## config.mk

```make
export PLATFORM = sky130hd
export DESIGN_NAME = btb_update_ctrl
export DESIGN_NICKNAME = d
export VERILOG_FILES = /design/src/rtl/btb_update_ctrl_pkg.sv /design/src/rtl/btb_upd_fifo.sv /design/src/rtl/btb_update_ctrl.sv
export SDC_FILE = /design/constraint.sdc
export NUM_CORES = 1
export LEC_CHECK = 0
export BUFFER_PORTS_ARGS = -buffer_cell sky130_fd_sc_hd__buf_4
export CAP_MARGIN = 20
export CORE_ASPECT_RATIO = 1.5
export CORE_MARGIN = 4
export CORE_UTILIZATION = 35
export DETAILED_ROUTE_END_ITERATION = 7
export SYNTH_ARGS = -nofsm -noshare
export SYNTH_HDL_FRONTEND = slang
export SYNTH_SLANG_ARGS = --single-unit
```

## constraint.sdc

```tcl
create_clock -name clock -period 6.6 [get_ports clock]
set_clock_uncertainty 0.15 [all_clocks]
set_input_delay 1.98 -clock clock [delete_from_list [all_inputs] [get_ports clock]]
set_output_delay 1.98 -clock clock [all_outputs]
set_load 0.02 [all_outputs]
```

## src/rtl/btb_update_ctrl_pkg.sv

```systemverilog
// Shared BTB geometry, PC field positions, controller state encoding and
// helpers that build the masked single-slot write for a resolved branch.
package btb_update_ctrl_pkg;

  localparam int BTB_SETS       = 512;
  localparam int BTB_ADDR_WIDTH = 9;
  localparam int BTB_DATA_WIDTH = 129;
  localparam int BTB_SLOTS      = 4;
  localparam int BTB_VALID_BIT  = 128;

  localparam int PC_IDX_LSB  = 4;
  localparam int PC_IDX_MSB  = 12;
  localparam int PC_SLOT_LSB = 2;
  localparam int PC_SLOT_MSB = 3;

  typedef enum logic {
    ST_INIT = 1'b0,
    ST_RUN  = 1'b1
  } btb_state_e;

  // Valid bit plus the 32-bit field of the addressed slot.
  function automatic logic [BTB_DATA_WIDTH-1:0] slot_mask(input logic [1:0] slot);
    logic [BTB_DATA_WIDTH-1:0] m;
    m = '0;
    m[BTB_VALID_BIT] = 1'b1;
    m[{1'b0, slot, 5'd0} +: 32] = 32'hFFFF_FFFF;
    return m;
  endfunction

  function automatic logic [BTB_DATA_WIDTH-1:0] slot_data(input logic [1:0]  slot,
                                                          input logic [31:0] target);
    logic [BTB_DATA_WIDTH-1:0] d;
    d = '0;
    d[BTB_VALID_BIT] = 1'b1;
    d[{1'b0, slot, 5'd0} +: 32] = target;
    return d;
  endfunction

endpackage

```

## src/rtl/btb_upd_fifo.sv

```systemverilog
// Small synchronous update queue; pointers carry an extra wrap bit so that
// full and empty are distinguished without a separate occupancy counter.
module btb_upd_fifo #(
  parameter int DEPTH = 4,
  parameter int WIDTH = 43
) (
  input  logic             clk_i,
  input  logic             rst_ni,
  input  logic             clr_i,
  input  logic             push_i,
  input  logic [WIDTH-1:0] data_i,
  input  logic             pop_i,
  output logic [WIDTH-1:0] data_o,
  output logic             full_o,
  output logic             empty_o
);

  localparam int PW = $clog2(DEPTH);

  logic [PW:0]      wr_ptr_q, wr_ptr_d;
  logic [PW:0]      rd_ptr_q, rd_ptr_d;
  logic [WIDTH-1:0] mem_q [DEPTH];

  // Pointer next-state: clear has priority over push/pop.
  always_comb begin
    wr_ptr_d = wr_ptr_q;
    rd_ptr_d = rd_ptr_q;
    if (clr_i) begin
      wr_ptr_d = '0;
      rd_ptr_d = '0;
    end else begin
      if (push_i) begin
        wr_ptr_d = wr_ptr_q + (PW+1)'(1);
      end else begin
        wr_ptr_d = wr_ptr_q;
      end
      if (pop_i) begin
        rd_ptr_d = rd_ptr_q + (PW+1)'(1);
      end else begin
        rd_ptr_d = rd_ptr_q;
      end
    end
  end

  // Pointer registers.
  always_ff @(posedge clk_i) begin
    if (!rst_ni) begin
      wr_ptr_q <= '0;
      rd_ptr_q <= '0;
    end else begin
      wr_ptr_q <= wr_ptr_d;
      rd_ptr_q <= rd_ptr_d;
    end
  end

  // Entry storage.
  always_ff @(posedge clk_i) begin
    if (!rst_ni) begin
      for (int i = 0; i < DEPTH; i++) begin
        mem_q[i] <= '0;
      end
    end else if (push_i && !clr_i) begin
      mem_q[wr_ptr_q[PW-1:0]] <= data_i;
    end
  end

  assign data_o  = mem_q[rd_ptr_q[PW-1:0]];
  assign empty_o = (wr_ptr_q == rd_ptr_q);
  assign full_o  = (wr_ptr_q[PW] != rd_ptr_q[PW]) &&
                   (wr_ptr_q[PW-1:0] == rd_ptr_q[PW-1:0]);

endmodule

```

## src/rtl/btb_update_ctrl.sv

```systemverilog
// BTB write-port controller: invalidation sweep after reset/flush, then one
// masked single-slot write per queued taken-branch update.
module btb_update_ctrl
  import btb_update_ctrl_pkg::*;
#(
  parameter int FIFO_DEPTH = 4,
  parameter int SETS       = BTB_SETS,
  parameter int ADDR_WIDTH = BTB_ADDR_WIDTH,
  parameter int DATA_WIDTH = BTB_DATA_WIDTH
) (
  input  logic                  clock,
  input  logic                  reset_n,
  input  logic                  upd_valid,
  output logic                  upd_ready,
  input  logic [31:0]           upd_pc,
  input  logic [31:0]           upd_target,
  input  logic                  upd_taken,
  input  logic                  flush_btb,
  output logic                  btb_ce,
  output logic                  btb_we,
  output logic [DATA_WIDTH-1:0] btb_wmask,
  output logic [ADDR_WIDTH-1:0] btb_waddr,
  output logic [DATA_WIDTH-1:0] btb_din,
  output logic                  init_busy,
  output logic [31:0]           btb_write_count_out
);

  localparam int ENTRY_W = 32 + ADDR_WIDTH + 2;

  btb_state_e            state_q, state_d;
  logic [ADDR_WIDTH-1:0] sweep_q, sweep_d;
  logic                  ce_q, ce_d;
  logic                  we_q, we_d;
  logic [DATA_WIDTH-1:0] wmask_q, wmask_d;
  logic [ADDR_WIDTH-1:0] waddr_q, waddr_d;
  logic [DATA_WIDTH-1:0] din_q, din_d;
  logic                  busy_q, busy_d;
  logic [31:0]           cnt_q, cnt_d;

  logic               fifo_full_s;
  logic               fifo_empty_s;
  logic               push_s;
  logic               pop_s;
  logic               accept_s;
  logic [ENTRY_W-1:0] in_entry_s;
  logic [ENTRY_W-1:0] head_s;
  logic [ENTRY_W-1:0] wr_entry_s;
  logic               unused_pc_bits_s;

  assign upd_ready  = !fifo_full_s && !flush_btb && reset_n;
  assign accept_s   = upd_valid && upd_ready && upd_taken;
  assign in_entry_s = {upd_target, upd_pc[PC_IDX_MSB:PC_SLOT_LSB]};
  // With an empty queue in RUN the incoming update bypasses storage.
  assign wr_entry_s = fifo_empty_s ? in_entry_s : head_s;

  assign unused_pc_bits_s = ^{upd_pc[31:PC_IDX_MSB+1], upd_pc[PC_SLOT_LSB-1:0]};

  btb_upd_fifo #(
    .DEPTH (FIFO_DEPTH),
    .WIDTH (ENTRY_W)
  ) u_fifo (
    .clk_i   (clock),
    .rst_ni  (reset_n),
    .clr_i   (flush_btb),
    .push_i  (push_s),
    .data_i  (in_entry_s),
    .pop_i   (pop_s),
    .data_o  (head_s),
    .full_o  (fifo_full_s),
    .empty_o (fifo_empty_s)
  );

  // FSM next state, queue control and next registered write.
  always_comb begin
    state_d = state_q;
    sweep_d = sweep_q;
    ce_d    = 1'b0;
    we_d    = 1'b0;
    wmask_d = '0;
    waddr_d = '0;
    din_d   = '0;
    busy_d  = (state_q == ST_INIT);
    cnt_d   = cnt_q;
    push_s  = 1'b0;
    pop_s   = 1'b0;
    if (flush_btb) begin
      state_d = ST_INIT;
      sweep_d = '0;
      busy_d  = 1'b1;
    end else begin
      case (state_q)
        ST_INIT: begin
          push_s  = accept_s;
          ce_d    = 1'b1;
          we_d    = 1'b1;
          waddr_d = sweep_q;
          wmask_d = '1;
          din_d   = '0;
          sweep_d = sweep_q + ADDR_WIDTH'(1);
          if (sweep_q == ADDR_WIDTH'(SETS - 1)) begin
            state_d = ST_RUN;
          end else begin
            state_d = ST_INIT;
          end
        end
        ST_RUN: begin
          if (!fifo_empty_s || accept_s) begin
            pop_s   = !fifo_empty_s;
            push_s  = accept_s && !fifo_empty_s;
            ce_d    = 1'b1;
            we_d    = 1'b1;
            waddr_d = wr_entry_s[ADDR_WIDTH+1:2];
            wmask_d = slot_mask(wr_entry_s[1:0]);
            din_d   = slot_data(wr_entry_s[1:0], wr_entry_s[ENTRY_W-1 -: 32]);
            cnt_d   = cnt_q + 32'd1;
          end else begin
            ce_d = 1'b0;
            we_d = 1'b0;
          end
        end
        default: begin
          state_d = ST_INIT;
          sweep_d = '0;
          busy_d  = 1'b1;
        end
      endcase
    end
  end

  // State and registered BTB write port.
  always_ff @(posedge clock) begin
    if (!reset_n) begin
      state_q <= ST_INIT;
      sweep_q <= '0;
      ce_q    <= 1'b0;
      we_q    <= 1'b0;
      wmask_q <= '0;
      waddr_q <= '0;
      din_q   <= '0;
      busy_q  <= 1'b1;
      cnt_q   <= 32'd0;
    end else begin
      state_q <= state_d;
      sweep_q <= sweep_d;
      ce_q    <= ce_d;
      we_q    <= we_d;
      wmask_q <= wmask_d;
      waddr_q <= waddr_d;
      din_q   <= din_d;
      busy_q  <= busy_d;
      cnt_q   <= cnt_d;
    end
  end

  assign btb_ce              = ce_q;
  assign btb_we              = we_q;
  assign btb_wmask           = wmask_q;
  assign btb_waddr           = waddr_q;
  assign btb_din             = din_q;
  assign init_busy           = busy_q;
  assign btb_write_count_out = cnt_q;

endmodule

```

==> results by stage, run 1 <==
STA:
- The number of endpoints with negative hold slack in the final report is 0.
- Setup repair after global routing left no endpoint under its margin.
- The worst path meets setup with about 1.5 ns of slack.
- The final setup violation count is 0.
- The maximum clock rate is 198 MHz.
- At the pin with the least slew margin, the transition time is 0.971 ns.
- The worst path needs 5.05 ns of the cycle, external delays included.
- The number of pins exceeding their max-slew limit in the final report is 0.
- Headroom to the max-slew limit came out at about a third.
- In the final timing run, aggregate negative setup slack is 0 ns.
- The ratio of final minimum period to clock period is 76.5%.

Floorplan:
- The number of placement rows is 93.
- The initial utilization of the core area, before any placement, comes to 35.4%.
- The width of the die is 178 µm.
- The top-level I/O count is 372.
- The floorplan step set the die height to 263 µm.
- The floorplan step defined a die boundary enclosing 46,800 µm².
- The core footprint is between 40,000 and 50,000 µm².

CTS:
- Buffers inserted during clock tree synthesis total 37.
- The buffers inserted during post-CTS setup optimization is 0.
- The cell sitting at the root of the clock tree is a sky130_fd_sc_hd__clkbuf_16.
- The TritonCTS clock tree is done.
- The clock tree synthesis step divided the H-tree into 2 levels.
- Hold repair after CTS inserted 0 buffers.
- At the later pin of the worst-skew pair, clock insertion delay measures 0.54 ns.
- The maximum count of clock buffers along a single path is 3.
- In this run, post-CTS repair resized a total of 0 instances.
- The clock slew at the register clock pins of the worst setup and hold paths is 0.06 ns.
- The CTS sink count is between 300 and 400.

Yosys:
- The synthesized design contains 366 register bits.
- The largest total area in the synthesized netlist belongs to sky130_fd_sc_hd__edfxtp_1.
- The async set-or-reset flop fraction in the synthesized netlist is 0%.
- The number of synthesized flops with an enable pin is 172.
- The Yosys step of the flow raised 0 warnings.
- Yosys attributes the largest share of cell area to sky130_fd_sc_hd__edfxtp_1 34%, sky130_fd_sc_hd__dfxtp_1 26%, sky130_fd_sc_hd__mux4_2 6.4%.
- The gate count after technology mapping is roughly 1,200.
- The synthesized netlist contains 47 unique library cells.
- The synthesized design devotes to its leading area cell type 34.0% of total area.
- After synthesis, the mean cell area works out to 12.2 µm².
- Sequential elements use between 50% and 60% of the synthesized area.
- Synthesis produced a netlist with a net count of 1,318.
- The total standard cell area after synthesis is 15,200 µm².
- The most used flip-flop cell after synthesis is sky130_fd_sc_hd__dfxtp_1.

Power:
- Across the VDD grid, the largest voltage drop is 0.203 mV.
- The leakage dissipation is 7.63 nW.
- The power density over the cells is around 260 nW/µm².
- The total chip power is roughly 0.0050 W.

Global route:
- The final global-route overflow total is 0.
- The global-route total usage across every layer is roughly 17%.
- The pin count of the biggest net entering global routing is 48.
- The initial antenna violation count is 3.
- The first global-routing pass estimated between 60 and 70 mm of wire.
- The via count of the first global-routing pass is between 10,000 and 15,000.

Critical path:
- Walking the worst path, the cells encountered are buf_4 > nand2_1 > a31oi_1 > buf_4.
- The critical path is of the input port to output port type.
- On the worst path, the slowest cell contributes a delay of 0.34 ns.
- For the worst setup path, the data required time is between 4 and 5 ns.
- In this design, the critical path's most frequently occurring cell is sky130_fd_sc_hd__buf_4.
- The maximum fanout encountered on the critical timing path is 34.
- Among all stages on the critical path, the largest delay is contributed by sky130_fd_sc_hd__buf_4.
- Data on the critical path arrives at its endpoint at 2.92 ns.
- STA classifies the critical path startpoint as an input port.
- The worst setup path is captured at an output port.

Layout:
- The net total in the final layout is between 1,500 and 2,000.
- Summing all multi-input logic gate instances after layout gives 4950 µm².
- The layout overhead on the synthesized area is 24.4%.
- The layout cell share with drive strength beyond 1 is 34.2%.
- In the layout the commonest cells are 373 x sky130_fd_sc_hd__buf_4, 192 x sky130_fd_sc_hd__dfxtp_1, 172 x sky130_fd_sc_hd__edfxtp_1.
- The flip-flop and latch area is around 9100 µm².
- The number of fill cells in the layout is 3,872.
- Leaving out fill and tap cells, the most frequent cell in the layout is sky130_fd_sc_hd__buf_4.

Drt:
- The number of DRC markers after the initial detailed-route iteration is 670.
- The total number of vias is 10,300.
- The mean routed wirelength per cell is 20.7 µm.
- The final wirelength is 42.6 mm.
- In the routed design, unresolved DRC markers number 0.
- The number of antenna-violating nets in the routed design is 0.
- The first detailed-routing pass ran for 5 iterations.
- Dividing the detail-routed via count by the number of cells gives 5.02.

Outcome:
- The run finished with clean final reports.

Placement:
- The placed wire-length estimate is 26.9 mm.
- The number of buffers inserted by port buffering is 350.
- Routability-driven placement finished with a final weighted congestion of just over 0.8.
- The worst-case setup slack after placement is 1.44 ns.

Min path:
- The min-delay analysis places its worst path in the category flip-flop to flip-flop.

Job:
- The tool flagged a number of max-cap violations equal to 0.
-- state kept, by name, summed over array words and instances (netlist names), named ones only --
signal / count
u_fifo.rd_ptr_q: 3
sweep_q: 9
btb_write_count_out: 32
u_fifo.wr_ptr_q: 3
btb_waddr: 9
u_fifo.mem_q: 172
btb_we: 1
init_busy: 1
state_q: 1
btb_din: 129
btb_wmask: 4
-- final cells by class --
type                       instances  share of cell area (%)
antenna                            3                  0.0397
clock buffer                      52                    6.31
clock inverter                    16                   0.682
inverter                           7                   0.139
multi-input combinational        663                    26.2
sequential                       366                    47.9
tap                              570                    3.78
timing repair buffer             374                    14.9
-- report_power, final --
group	total, W	internal [W]	switching, W
Combinational	0.000285	0.000108	0.000177
Sequential	0.00244	0.00242	0.0000208
Clock	0.00223	0.00132	0.000917
-- synthesized netlist by cell type, types with 8 or more instances --
cell type	count
sky130_fd_sc_hd__dfxtp_1	194
sky130_fd_sc_hd__nand2b_1	14
sky130_fd_sc_hd__buf_2	19
sky130_fd_sc_hd__nor2_1	81
sky130_fd_sc_hd__or4_1	13
sky130_fd_sc_hd__edfxtp_1	172
sky130_fd_sc_hd__mux4_2	43
sky130_fd_sc_hd__buf_4	126
sky130_fd_sc_hd__mux2_2	9
sky130_fd_sc_hd__and3_1	47
sky130_fd_sc_hd__nor3_1	69
sky130_fd_sc_hd__o21ai_0	10
sky130_fd_sc_hd__nand4_1	12
sky130_fd_sc_hd__a22o_1	8
sky130_fd_sc_hd__xor2_1	9
sky130_fd_sc_hd__and2_1	129
sky130_fd_sc_hd__o31ai_1	14
sky130_fd_sc_hd__nand2_1	29
sky130_fd_sc_hd__clkbuf_1	57
sky130_fd_sc_hd__nor4_1	13
sky130_fd_sc_hd__ha_1	9
sky130_fd_sc_hd__and4_1	8
sky130_fd_sc_hd__mux2i_1	47
sky130_fd_sc_hd__a21oi_1	29
sky130_fd_sc_hd__nand3_1	25
-- metrics by stage --
step,util [%],hold slack [ns],cells,cell area [µm²]
4_1_cts,43.9,0.351,2047,18900
2_1_floorplan,-,0.321,1240,15200
5_1_grt,44.0,0.375,2051,18900
3_5_place_dp,40.9,0.342,1979,17500
3_3_place_gp,40.9,0.326,1979,17500
6_report,44.0,0.353,2051,18900
-- critical path: cells and delay by family --
kind                   cells  cell delay (ns)
buffers and inverters      2             0.55
AO/OA/AOI/OAI              1             0.26
AND/OR/NAND/NOR            1             0.12
-- cells by family after synthesis --
logic type	count (synthesis)	synth area share [%]
compound gates	79	3.36
xor+xnor	15	0.865
fa+ha+maj	9	0.742
buf+inv	211	8.49
flops	366	59.6
mux	99	10.1
simple gates	461	16.8
-- layer usage --
layer	wire, µm	global-route usage, %
met4	1340	6.13
met1	16000	20.0
met3	2940	3.19
met5	0	0
met2	22300	32.0
-- path summary, 6_finish.rpt --
check | startpoint | endpoint | cells past startpoint | slack (ns)
min | btb_write_count_out[31]$_SDFFE_PN0P_ | btb_write_count_out[31]$_SDFFE_PN0P_ | 2 | 0.35
min reg2reg | btb_write_count_out[31]$_SDFFE_PN0P_ | btb_write_count_out[31]$_SDFFE_PN0P_ | 2 | 0.35
max | reset_n | upd_ready | 4 | 1.55
max reg2reg | u_fifo.wr_ptr_q[0]$_SDFFE_PP0P_ | btb_din[83]$_SDFF_PP0_ | 8 | 2.11
Power figures use the tool's default switching activity.
==> inputs of run 2 (changes only) <==
clock period = 4.5 ns   (was 6.6 ns; I/O delays follow)
==> run 2 against run 1 <==
Net effect: via count decreased by 0.49%; clock power is 34% higher; count of clock-buffer cells in the layout rose by 3; power rose by 41%; critical path type unchanged.
==> results by stage, run 2 (same netlist as run 1, synthesis figures left out) <==
Global route:
- For this run the aggregate overflow at the end of global routing stands at 0.
- The global-route total usage across every layer is ~17%.
- In the global route stage, met2 resource usage came out at 32.4%.
- The initial antenna violation count is 3.
- Entering global routing, the biggest net connects 46 pins.
- The layer flagged by global routing as most heavily used is met2.
- The global-route wire length before repair is 62.5 mm.
- The met3 layer usage reported by global route is 2.97%.
- The via count of the first global-routing pass came to 10,400.
- For this run, global-route usage on met1 was measured as about a fifth.

Critical path:
- The critical path in this run is classified as input port to output port.
- The biggest cell delay along the critical path is 0.35 ns.
- The cell family contributing the most delay on the critical path is buffers and inverters.
- The startpoint type of the worst setup path is an input port.
- In this run the critical register-to-register path is launched from u_fifo.wr_ptr_q[1]$_SDFFE_PP0P_.
- The endpoint identified for the worst register-to-register timing path is btb_din[91]$_SDFF_PP0_.
- The maximum fanout encountered on the critical timing path is 34.
- Data on the critical path is required at its endpoint by 3.00 ns.
- The dominant cell type by count on the critical path is sky130_fd_sc_hd__buf_4.
- The kind of end point of the critical path is an output port.
- Setup slack on the worst reg-to-reg path comes out at 0.92 ns.
- The depth of the most critical reg-to-reg path is 8.
- The cell with the largest stage delay on the worst path is sky130_fd_sc_hd__buf_4.
- The buffering stage count on the worst path with inverters included is 2.
- At the worst endpoint, the arrival time is 2.17 ns.
- Traced cell by cell, the critical path runs through buf_4 > nand2_1 > a31oi_1 > buf_4.

Power:
- The analysis attributes to cell leakage a power of 7.59 nW.
- The internal power of the cells is 0.00545 W.
- In this run switching power makes up approximately 22% of total power.
- For this design the ratio of total power to cell area is 371 nW/µm².
- The clock network is responsible for 42.8% of the overall power.
- Summing internal, switching and leakage power gives around 0.007 W.
- The combinational power share is 6.0%.
- The part of the total power dissipated in sequential elements is 51.2%.
- Summed over all nets, the switching power comes to 0.00153 W.
- Across the VDD grid, the largest voltage drop is 0.290 mV.

CTS:
- The deepest level of the CTS H-tree is 2.
- TritonCTS built the clock tree.
- The clock root buffer is sky130_fd_sc_hd__clkbuf_16.
- The insertion delay to the later sink of the worst-skew pair is 0.52 ns.
- The CTS sink count is 366.
- The buffers inserted during post-CTS setup optimization is 0.
- The maximum count of clock buffers along a single path is 3.
- Clock-pin slew was measured on the worst setup and hold paths at 0.06 ns.
- The number of hold buffers added after cts is 0.
- TritonCTS created 36 clock buffers.
- The quantity of gates resized following cts is 0.

Layout:
- The register name with the most flops is u_fifo.mem_q.
- The net total in the final layout is 1,530.
- Summing all non-filler instances in the final layout gives an area of 18,800 µm².
- The layout overhead on the synthesized area is 23.9%.
- Leaving out fill and tap cells, the most frequent cell in the layout is sky130_fd_sc_hd__buf_4.
- The flip-flop and latch area is 9050 µm².
- In the layout the commonest cells are 374 x sky130_fd_sc_hd__buf_4, 192 x sky130_fd_sc_hd__dfxtp_1, 172 x sky130_fd_sc_hd__edfxtp_1.
- The flip-flop count of the largest register after layout is around 170.
- The filler cells instantiated in the layout total roughly 4,000.
- The multi-input combinational cells in the finished layout cover a total of 4950 µm².
- Cells with a size suffix above 1 make up ~34% of the layout.

Floorplan:
- The floorplan has between 90 and 100 rows.
- The core footprint is ~43,000 µm².
- The initial utilization of the core area, before any placement, comes to 35.4%.
- The floorplan die area is 46,800 µm².
- From left edge to right edge, the die measures 178 µm.
- The y dimension of the die is 263 µm.
- The top-level I/O count is 372.

Outcome:
- The run finished with clean final reports.

Drt:
- The routed layout has 10,300 vias.
- Once detail routing completed, the nets flagged for antenna violations numbered 0.
- The per-cell via count in the routed design is 5.00.
- The residual DRC count is 0.
- In the final routed layout, each cell accounts on average for a little over 20 µm.
- The final wirelength is between 40 and 50 mm.
- After the first detailed-routing iteration, the DRC count stood at ~560.
- The number of search-and-repair iterations in the first detailed-routing pass is 5.

Placement:
- At the end of routability-driven placement, the weighted congestion stood at 0.804.
- The placed wire-length estimate is between 20 and 30 mm.
- The count of buffers added on input and output ports is 350.
- The total cell area at the placement stage is 17,600 µm².

STA:
- The slew at the pin with the worst max-slew slack is 1.02 ns.
- The number of endpoints with negative hold slack in the final report was 0.
- Setup repair after global routing left no endpoint under its margin.
- The number of pins exceeding their max-slew limit in the final report is 0.
- The worst path uses 81.7% of the clock period.
- Setup violations remaining at the end of the flow were counted as 0.
- Headroom to the max-slew limit came out at a little under a third.
- Counting I/O delays and the setup requirement, the final critical path takes 3.67 ns.
- The maximum clock rate is 272 MHz.

Job:
- Across the run, the number of max-cap violations was 0.

Min path:
- Counting instances, the worst hold path has a depth of 2.
- In this run the most critical hold path is launched from btb_write_count_out[31]$_SDFFE_PN0P_.
- The path class of the tightest hold or removal check is flip-flop to flip-flop.
- The worst hold endpoint is btb_write_count_out[31]$_SDFFE_PN0P_.
==> run 2: power by group through the flow <==
stage,logic [W],clock network (W),registers (W)
CTS,0.000426,0.00307,0.00358
finish,0.000419,0.00299,0.00358
global placement,0.000423,0,0.00364
detailed placement,0.000425,0,0.00365
floorplan,0.000287,0,0.00365
global route,0.000449,0.00320,0.00358
==> run 2: final cells by class <==
| cell class | instances | area share [%] |
|---|---|---|
| Antenna cell | 3 | 0.0399 |
| Timing Repair Buffer | 378 | 15.3 |
| Multi-Input combinational cell | 663 | 26.3 |
| Sequential cell | 366 | 48.1 |
| Inverter | 7 | 0.140 |
| Clock inverter | 9 | 0.412 |
| Clock buffer | 55 | 5.83 |
| Tap cell | 570 | 3.79 |
==> run 2: worst reg2reg max path, stage by stage, from the launching register on <==
cell and delay (ns):
sky130_fd_sc_hd__dfxtp_1 0.42, sky130_fd_sc_hd__xnor2_1 0.62, sky130_fd_sc_hd__nand3_4 0.49, sky130_fd_sc_hd__mux2i_1 0.44, sky130_fd_sc_hd__ha_1 0.23, sky130_fd_sc_hd__nor3b_1 0.47
sky130_fd_sc_hd__nand3_2 0.11, sky130_fd_sc_hd__buf_4 0.29, sky130_fd_sc_hd__nor3_1 0.27
==> run 2: metrics by stage <==
| step | worst slack (ns) | utilization, % | hold slack, ns | setup TNS, ns | std cells |
|---|---|---|---|---|---|
| after floorplan | -0.0858 | - | 0.321 | -7.38 | 1240 |
| after global placement | 0.738 | 41.1 | 0.306 | 0 | 1984 |
| after detailed placement | 0.684 | 41.1 | 0.316 | 0 | 1984 |
| final | 0.826 | 43.8 | 0.323 | 0 | 2051 |
| after CTS | 0.820 | 43.8 | 0.325 | 0 | 2048 |
| after global routing | 0.606 | 43.8 | 0.350 | 0 | 2050 |
==> run 2: worst max-delay path by stage <==
stage                                                from                                to  slack, ns  cells past startpoint
after floorplan                                 flush_btb  u_fifo.mem_q[2][0]$_SDFFCE_PN0P_      -0.09                      3
after global placement                          upd_pc[2]            btb_din[89]$_SDFF_PP0_       0.74                     11
after detailed placement                        upd_pc[2]            btb_din[91]$_SDFF_PP0_       0.68                     11
after CTS                                         reset_n                         upd_ready       0.82                      4
after global routing      u_fifo.wr_ptr_q[1]$_SDFFE_PP0P_            btb_din[91]$_SDFF_PP0_       0.61                      8
final                                             reset_n                         upd_ready       0.83                      4
==> run 2: layer usage <==
| layer | vias up | wire, µm |
|---|---|---|
| met1 | 5116 | 15700 |
| met3 | 63 | 2620 |
| met5 | - | 0 |
| met4 | 0 | 1180 |
| met2 | 321 | 22400 |
| li1 | 4751 | - |
